--- src/rtl/wptr_full_gen.sv ---
// rtl/wptr_full_gen.sv - async FIFO write pointer, Gray publish and full flag
// Optional almost-full output enabled by defining WPTR_ALMOST_FULL_EN.
module wptr_full_gen #(
    parameter int ADDR_W = 4
`ifdef WPTR_ALMOST_FULL_EN
    ,
    parameter int AF_THRESH = 2**ADDR_W - 2
`endif
) (
    input  logic              wclk,
    input  logic              wrst_n,
    input  logic              winc,
    input  logic [ADDR_W:0]   rptr_gray_sync,
    output logic [ADDR_W-1:0] waddr,
    output logic              wr_en,
    output logic [ADDR_W:0]   wptr_gray,
    output logic              wfull
`ifdef WPTR_ALMOST_FULL_EN
    ,
    output logic              walmost_full
`endif
);

    logic [ADDR_W:0] wbin_q;
    logic [ADDR_W:0] wbin_d;
    logic [ADDR_W:0] wgray_q;
    logic [ADDR_W:0] wgray_d;
    logic [ADDR_W:0] full_match;
    logic            wfull_q;
    logic            wfull_d;

    assign wr_en  = winc & ~wfull_q;
    assign wbin_d = wbin_q + {{ADDR_W{1'b0}}, wr_en};
    assign wgray_d = wbin_d ^ (wbin_d >> 1);

    // Full when the write pointer is exactly one lap ahead: top two Gray bits inverted.
    assign full_match = {~rptr_gray_sync[ADDR_W:ADDR_W-1], rptr_gray_sync[ADDR_W-2:0]};
    assign wfull_d    = (wgray_d == full_match);

    assign waddr     = wbin_q[ADDR_W-1:0];
    assign wptr_gray = wgray_q;
    assign wfull     = wfull_q;

    always_ff @(posedge wclk) begin
        if (!wrst_n) begin
            wbin_q  <= '0;
            wgray_q <= '0;
            wfull_q <= 1'b0;
        end else begin
            wbin_q  <= wbin_d;
            wgray_q <= wgray_d;
            wfull_q <= wfull_d;
        end
    end

`ifdef WPTR_ALMOST_FULL_EN
    localparam logic [ADDR_W:0] AF_LVL = AF_THRESH[ADDR_W:0];

    logic [ADDR_W:0] rbin_sync;
    logic [ADDR_W:0] level;
    logic            walmost_q;
    logic            walmost_d;

    // Gray-to-binary: each binary bit is the XOR of all Gray bits at or above it.
    always_comb begin
        rbin_sync         = '0;
        rbin_sync[ADDR_W] = rptr_gray_sync[ADDR_W];
        for (int i = ADDR_W - 1; i >= 0; i--) begin
            rbin_sync[i] = rbin_sync[i+1] ^ rptr_gray_sync[i];
        end
    end

    assign level        = wbin_d - rbin_sync;
    assign walmost_d    = (level >= AF_LVL);
    assign walmost_full = walmost_q;

    always_ff @(posedge wclk) begin
        if (!wrst_n) begin
            walmost_q <= 1'b0;
        end else begin
            walmost_q <= walmost_d;
        end
    end
`endif

endmodule

--- config.mk ---
export PLATFORM = sky130hd
export DESIGN_NAME = wptr_full_gen
export DESIGN_NICKNAME = d
export VERILOG_FILES = /design/src/rtl/wptr_full_gen.sv
export SDC_FILE = /design/constraint.sdc
export NUM_CORES = 1
export LEC_CHECK = 0
export CORE_MARGIN = 2
export CORE_UTILIZATION = 25
export DETAILED_ROUTE_END_ITERATION = 8
export PLACE_DENSITY = 0.5
export REMOVE_ABC_BUFFERS = 1
export SLEW_MARGIN = 20
export SYNTH_ARGS = -nofsm -noshare
export SYNTH_HDL_FRONTEND = slang
export SYNTH_SLANG_ARGS = --single-unit
--- constraint.sdc ---
create_clock -name wclk -period 1.97 [get_ports wclk]
set_input_delay 0.394 -clock wclk [delete_from_list [all_inputs] [get_ports wclk]]
set_output_delay 0.394 -clock wclk [all_outputs]
set_load 0.01 [all_outputs]
## Word-level counts from Yosys, hierarchy flattened

Index checks and enable logic that the tools add are counted.

- Input bits: 8
- Output and inout port bits: 11
- Register bits after elaboration: 11
- Word-level logic and storage cells: 9

- Bitwise gates (word level): 4
- Eq/ne operators: 1
- Add/subtract/negate cells: 1

Operators by type and width:

| operator | count |
|---|---|
| 5-bit by 1-bit adder with 5-bit output | 1 |
| 5-bit == test | 1 |
| 5-bit by 4-bit bitwise XOR with 5-bit output | 1 |
| 2-bit NOT | 1 |
| 1-bit AND | 1 |
| 1-bit NOT | 1 |

## Longest topological paths before layout

Gate-level depths: netlist of the first run.

- Depth after elaboration: 5
- Mapped depth: 7

## Worst setup path after synthesis of the first run

No wires, ideal clock.

- Kind: input port to flip-flop
- Start point: input port winc
- End point: register wfull_q, in the netlist wfull
- Path buffers: 0
- Required time: 1.850 ns
- Data arrival time: 1.786 ns
- Slack: 0.063 ns
- Library setup time: 0.120 ns
- Stages: 7
- Path through: nor2b_1 -> ha_1 -> ha_1 -> xor2_2 -> xnor3_1 -> nand2_1 -> nor4_2

- Longest elaborated chain between the ends: 4

Ends and longest elaborated chain:

| element | line | text |
|---|---|---|
| start, declared | 12 | `input logic winc,` |
| 1-bit AND | 32 | `assign wr_en = winc & ~wfull_q;` |
| 5-bit by 1-bit adder with 5-bit output | 33 | `assign wbin_d = wbin_q + {{ADDR_W{1'b0}}, wr_en};` |
| 5-bit by 4-bit bitwise XOR with 5-bit output | 34 | `assign wgray_d = wbin_d ^ (wbin_d >> 1);` |
| 5-bit == test | 38 | `assign wfull_d = (wgray_d == full_match);` |
| end signal, assigned | 52 | `wfull_q <= wfull_d;` |
| end, declared | 29 | `logic wfull_q;` |

Every way passes these cells.
A chain may end at the register's enable or synchronous reset.

## Worst setup path after layout of the first run

Ends and elaborated chain as after synthesis.

==> results of run 1 <==
==> final cells by class <==
type	instances	area, µm²
flip-flops and latches	10	200.2
multi-input cells	36	361.6
well taps	27	33.78
clock buffers	4	36.28
fillers	191	1071
repair buffers	26	239.0
==> registers in the layout, summed over array words and instances (netlist names) <==
signal / count
wfull: 1
wbin_q: 5
wptr_gray: 4
==> how the worst max path moves through the flow <==
stage,depth (start not counted),start,endpoint,slack (ps)
6_report,8,winc,wfull,80
5_1_grt,8,winc,wfull,20
4_1_cts,8,winc,wfull,-10
3_5_place_dp,8,winc,wfull,-390
3_3_place_gp,8,winc,wfull,-330
2_1_floorplan,7,winc,wfull,60
==> cell usage after synthesis, drive strengths merged <==
cell type / instances
dfxtp: 10
and2: 6
xnor2: 6
xor2: 5
nand2: 3
nor2b: 3
ha: 2
nand3: 2
xnor3: 2
a21bo: 1
a21boi: 1
and3b: 1
nand4: 1
nor2: 1
nor4: 1
o2bb2ai: 1
==> power groups by stage <==
stage               sequential, W  clock, W  combinational (W)
detailed placement       0.000225         0           0.000128
CTS                      0.000222  0.000189           0.000139
floorplan                0.000231         0          0.0000590
finish                   0.000223  0.000181           0.000143
global route             0.000225  0.000198           0.000154
global placement         0.000226         0           0.000128
==> layer usage <==
metal  share of wire [%]  GRT usage, %
met2                  43         13.29
met4                   0         2.857
met5                   0             0
met1                  50         13.19
met3                 7.1         4.908
==> metrics by stage <==
step / total power [W] / util, % / instances / cell area [µm²]
5_1_grt: 0.0005772 / 44.85 / 103 / 870.8
3_5_place_dp: 0.0003533 / 40.34 / 99 / 783.3
4_1_cts: 0.0005501 / 43.30 / 103 / 840.8
6_report: 0.0005476 / 44.85 / 103 / 870.8
2_1_floorplan: 0.0002898 / - / 46 / 509.2
3_3_place_gp: 0.0003541 / 40.34 / 99 / 783.3
==> timing repair <==
item,4_1_cts,5_1_grt
gates resized for setup,5,5
pin swaps,0,2
cloned,0,0
endpoints found under the setup margin,2,1
==> cells by family after synthesis <==
kind of cell	Yosys count	share of synthesized area [%]
XOR/XNOR	13	29.24
AO/OA/AOI/OAI	3	5.161
adder cells (fa/ha/maj)	2	4.913
AND/OR/NAND/NOR	18	21.38
flip-flops	10	39.31
==> worst min-delay path, cell delays in order, from the launching register on <==
cell	delay, ps
dfxtp_1	370
xnor2_1	150
and2_1	110
==> metrics.md, run 1 <==
| Metric | Value |
|---|---|
| Outcome | finished clean |
| Most frequent cells in the layout | clkdlybuf4s50_1, dfxtp_1, buf_4, xnor2_1, and2_1 |
| Antenna Nets Post-Route | 0 |
| Final Worst Setup Slack | 84.15 ps |
| Post-Route WL | just over 1000 µm |
| Die area | ~2400 µm² |
| DR pass1 iterations | 4 |
| Endpoints failing setup | 0 |
| Hold_buf cts | 0 |
| WHS | approximately 660 ps |
| CP top delay family | simple AND/OR/NAND/NOR gates |
| Mean Syn Cell Area | approximately 11 µm² |
| Worst path bufs/invs | 1 |
| WL/cell | 10.01 µm |
| Fin Setup TNS | 0 ps |
| Pleak | 0.3476 nW |
| Required @ worst endpoint | 2140 ps |
| Comb pwr share | 26.1% |
| Clock Power Share | 33.1% |
| First-pass GRT wire length | 1752 µm |
| Seq/Total Area, Yosys | 39.31% |
| Commonest non-fill, non-tap cell in the layout | clkdlybuf4s50_1 |
| Crit Path Class | in -> reg |
| Number of global-route vias before repair | 420 |
| Longest Clk Path Bufs | 2 |
| CTS sink count | 10 |
| Max-slew violation count | 0 |
| Reg2reg path depth | 7 |
| Startpoint class of the critical path | input pin |
| Root Buffer | clkbuf_4 |
| Gr usage total | under 10% |
| Measured slew at the worst slew-check pin | 310.7 ps |
| Post-Place Worst Slack | -388.2 ps |
| Initial DRC count | 3 |
| Mapped Area | 509.2 µm² |
| Slew headroom | between 70 and 80% |
| Switching Fraction | 23.49% |
| Gpl congestion | 0.6692 |
| Synth Register Bits | 10 |
| Layout cells sized above 1 | 27.63% |
| Ant diodes | 0 |
| Worst skew pair latency | approximately 260 ps |
| Hold Crit Depth | 2 |
| Hold Path Origin | wbin_q[4] |
| Hold Crit Class | reg -> reg |
| Hold EP | wptr_gray[3] |
| Max VDD drop | about 0.00043 V |
| Post-layout min period | 1886 ps |
| Psw | 0.0001286 W |
| H-Tree Depth | 1 |
| Max incr delay on CP | between 400 and 500 ps |
| YS warnings | 0 |
| Pwr per Cell Area | 628.8 nW/µm² |
| Max_cap viols | 0 |
| I/O pins | 19 |
| Final Cycle Share | 95.73% |
| Worst path most repeated cell | ha_4 |
| CTS tree | built |
| Post-detailed-route DRC marker count | 0 |
| Clock transition at path regs | 70 ps |
| Die H | 49.13 µm |
| Drt via density | 4.010 |
| Layout area overhead | 71.01% |
| Fmax | around 0.53 GHz |
| Post-CTS setup buffers | 0 |
| Largest net degree at the start of global routing | 10 |
| Fin. Hold Viols | 0 |
| Critical path, cell by cell | clkdlybuf4s50_1 > nor2b_4 > ha_4 > ha_4 > nand3_2 > xor2_2 > xor2_1 > nor4_2 |
| Initial antenna violation count | 0 |
| # port buffers | 18 |
| Initial Utilization | 26.22% |
| Number of cell rows | 16 |
| Core Box Area | 1942 µm² |
| Area share of the largest cell type after synthesis | 39.31% |
| Num CTS Buffers | 3 |
| Overflow after GRT | 0 |
| Internal power | 0.0004190 W |
| DR vias | 413 |
| Slowest CP cell | clkdlybuf4s50_1 |
| Final Skew | 3.507 ps |
| RR Endpoint | wfull |
| Unique masters post-synth | 17 |
| CP Capture Type | flop |
| Ranking of synthesized cells by area | dfxtp_1, xnor2_1, xnor3_1 |
| Sequential Power Share | 40.8% |
| RSZ-0062 raised after global routing | false |
| Hpwl dp | 765.2 µm |
| Mapped Cells | 46 |
| Dominant cell type by area after synthesis | dfxtp_1 |
| Crit path max fanout | 5 |
| RR Startpoint | wfull |
| Nets | 87 |
| Flop2flop setup slack | 350 ps |
| CP arrival | 2060 ps |
| Die X | 49.13 µm |
No activity file was read; power rests on OpenSTA's default activity.
==> inputs of run 2 (changes only) <==
--- a/config.mk
+++ b/config.mk
@@ -10,6 +10,7 @@
 export DETAILED_ROUTE_END_ITERATION = 8
 export PLACE_DENSITY = 0.5
 export REMOVE_ABC_BUFFERS = 1
+export SETUP_SLACK_MARGIN = 0.15
 export SLEW_MARGIN = 20
 export SYNTH_ARGS = -nofsm -noshare
 export SYNTH_HDL_FRONTEND = slang
==> run 2 against run 1 <==
  * Final cell count increased by 0.97%
  * Clock power about the same
  * Die area unchanged
  * Utilization grew 1.3 points
  * Worst setup slack improved by 93 ps
  * Register-to-register slack got worse by 20 ps
  * Sequential cell count stayed put
  * Largest cell class unchanged
==> metrics.md, run 2 (same netlist as run 1, synthesis figures left out) <==
| Metric | Value |
|---|---|
| Outcome | finished clean |
| Layout area overhead | 75.92% |
| Crit Path Class | reg -> out |
| Max incr delay on CP | 610 ps |
| Layout cells sized above 1 | around 30% |
| CP Capture Type | primary output |
| Antenna Nets Post-Route | 0 |
| Ant diodes | 0 |
| DR vias | approximately 420 |
| Slowest CP cell | clkdlybuf4s50_1 |
| Num CTS Buffers | 3 |
| Pwr per Cell Area | about 600 nW/µm² |
| Gpl congestion | 0.6692 |
| CTS tree | built |
| Post-layout min period | 1793 ps |
| WL/cell | 10.13 µm |
| Die X | 49.13 µm |
| Die area | 2414 µm² |
| Endpoints failing setup | 0 |
| Met2 Use GR | about an eighth |
| Final Cycle Share | roughly nine tenths |
| Met3 global-route usage | 4.908% |
| Post-Route WL | between 1000 and 1500 µm |
| Hold_buf cts | 0 |
| Post-Place Worst Slack | -388.2 ps |
| Post-detailed-route DRC marker count | 0 |
| Commonest non-fill, non-tap cell in the layout | clkdlybuf4s50_1 |
| Die H | 49.13 µm |
| Longest Clk Path Bufs | 2 |
| Critical path, cell by cell | clkdlybuf4s50_1 |
| Final Worst Setup Slack | 176.9 ps |
| Required @ worst endpoint | 1580 ps |
| Hold Path Origin | wbin_q[4] |
| RR Startpoint | wfull |
| I/O pins | 19 |
| H-Tree Depth | 1 |
| Slew headroom | 76.05% |
| DR pass1 iterations | 3 |
| Fmax | 0.5577 GHz |
| Initial DRC count | 10 |
| Startpoint class of the critical path | flop |
| Drt via density | 4.000 |
| RSZ-0062 raised after global routing | true |
| Hpwl dp | 765.2 µm |
| Overflow after GRT | 0 |
| Largest reg by FF count | wbin_q |
| Root Buffer | clkbuf_4 |
| Initial antenna violation count | 0 |
| Largest net degree at the start of global routing | 10 |
| CTS sink count | 10 |
| First-pass GRT wire length | 1745 µm |
| Crit path max fanout | 6 |
| Max-slew violation count | 0 |
| Most frequent cells in the layout | clkdlybuf4s50_1, dfxtp_1, buf_4, xnor2_1, and2_1 |
| CP top delay family | buffers and inverters |
| Measured slew at the worst slew-check pin | about 360 ps |
| Max VDD drop | 0.0004312 V |
| Number of global-route vias before repair | 418 |
| Grt met1 use | between 10% and 20% |
| Worst skew pair latency | between 200 and 300 ps |
| Gr usage total | 9.709% |
| Busiest layer in global routing | met2 |
| Fillcell total | 189 |
| Post-layout util | 46.13% |
| # port buffers | 18 |
| Nets | 88 |
| Max_cap viols | 0 |
| Hold Crit Class | reg -> reg |
| Pleak | 0.3608 nW |
| Fin. Hold Viols | 0 |
| Number of cell rows | 16 |
| Max reg flops | 5 |
| CP arrival | 1400 ps |
| Crit path launch | wbin_q[3] |
| Initial Utilization | 26.22% |
| Clock transition at path regs | 60 ps |
| Worst path bufs/invs | 1 |
| Final Skew | approximately 3.4 ps |
| Core Box Area | around 1900 µm² |
## run 2: worst paths after layout
kind                                     end  slack (ps)  cells past startpoint
worst max-delay path                waddr[3]         180                      1
worst min-delay path            wptr_gray[3]         660                      2
worst max register to register         wfull         330                      7
worst min register to register  wptr_gray[3]         660                      2
## run 2: area by class of cell
cell class / count / area [µm²] / share of cell area, %
tap: 27 / 33.78 / 3.771
sequential: 10 / 200.2 / 22.35
clock buffer: 4 / 36.28 / 4.050
multi-input combinational: 36 / 376.6 / 42.04
timing repair buffer: 27 / 249.0 / 27.79
## run 2: report_power, final
| part | internal (W) | total, W | leakage (nW) | switching (W) |
|---|---|---|---|---|
| sequential | 0.000214 | 0.000224 | 0.0814 | 0.00000952 |
| clock | 0.000112 | 0.000180 | 0.0210 | 0.0000682 |
| combinational | 0.0000926 | 0.000144 | 0.258 | 0.0000511 |
## run 2: repair_timing
item                                    CTS  global route
buffers inserted                          0             1
endpoints found under the setup margin    6             3
pin swaps                                 0             4
cloned                                    0             0
resized for setup                         6             8
## run 2: per-layer routing
metal,share of wire (%),up-vias,wire [µm]
met5,0,-,0
met4,0,0,0
met3,6.2,0,65
met2,44,15,461
met1,50,188,526
li1,-,213,-
## run 2: stage by stage
stage	setup TNS (ps)	hold WS, ps	instances	power [W]	area (µm²)
6_report	0	658.7	104	0.0005478	895.9
5_1_grt	0	711.8	104	0.0005778	895.9
4_1_cts	0	641.1	103	0.0005514	843.3
3_5_place_dp	-1320	623.1	99	0.0003533	783.3
3_3_place_gp	-1153	628.0	99	0.0003541	783.3
2_1_floorplan	0	515.7	46	0.0002898	509.2
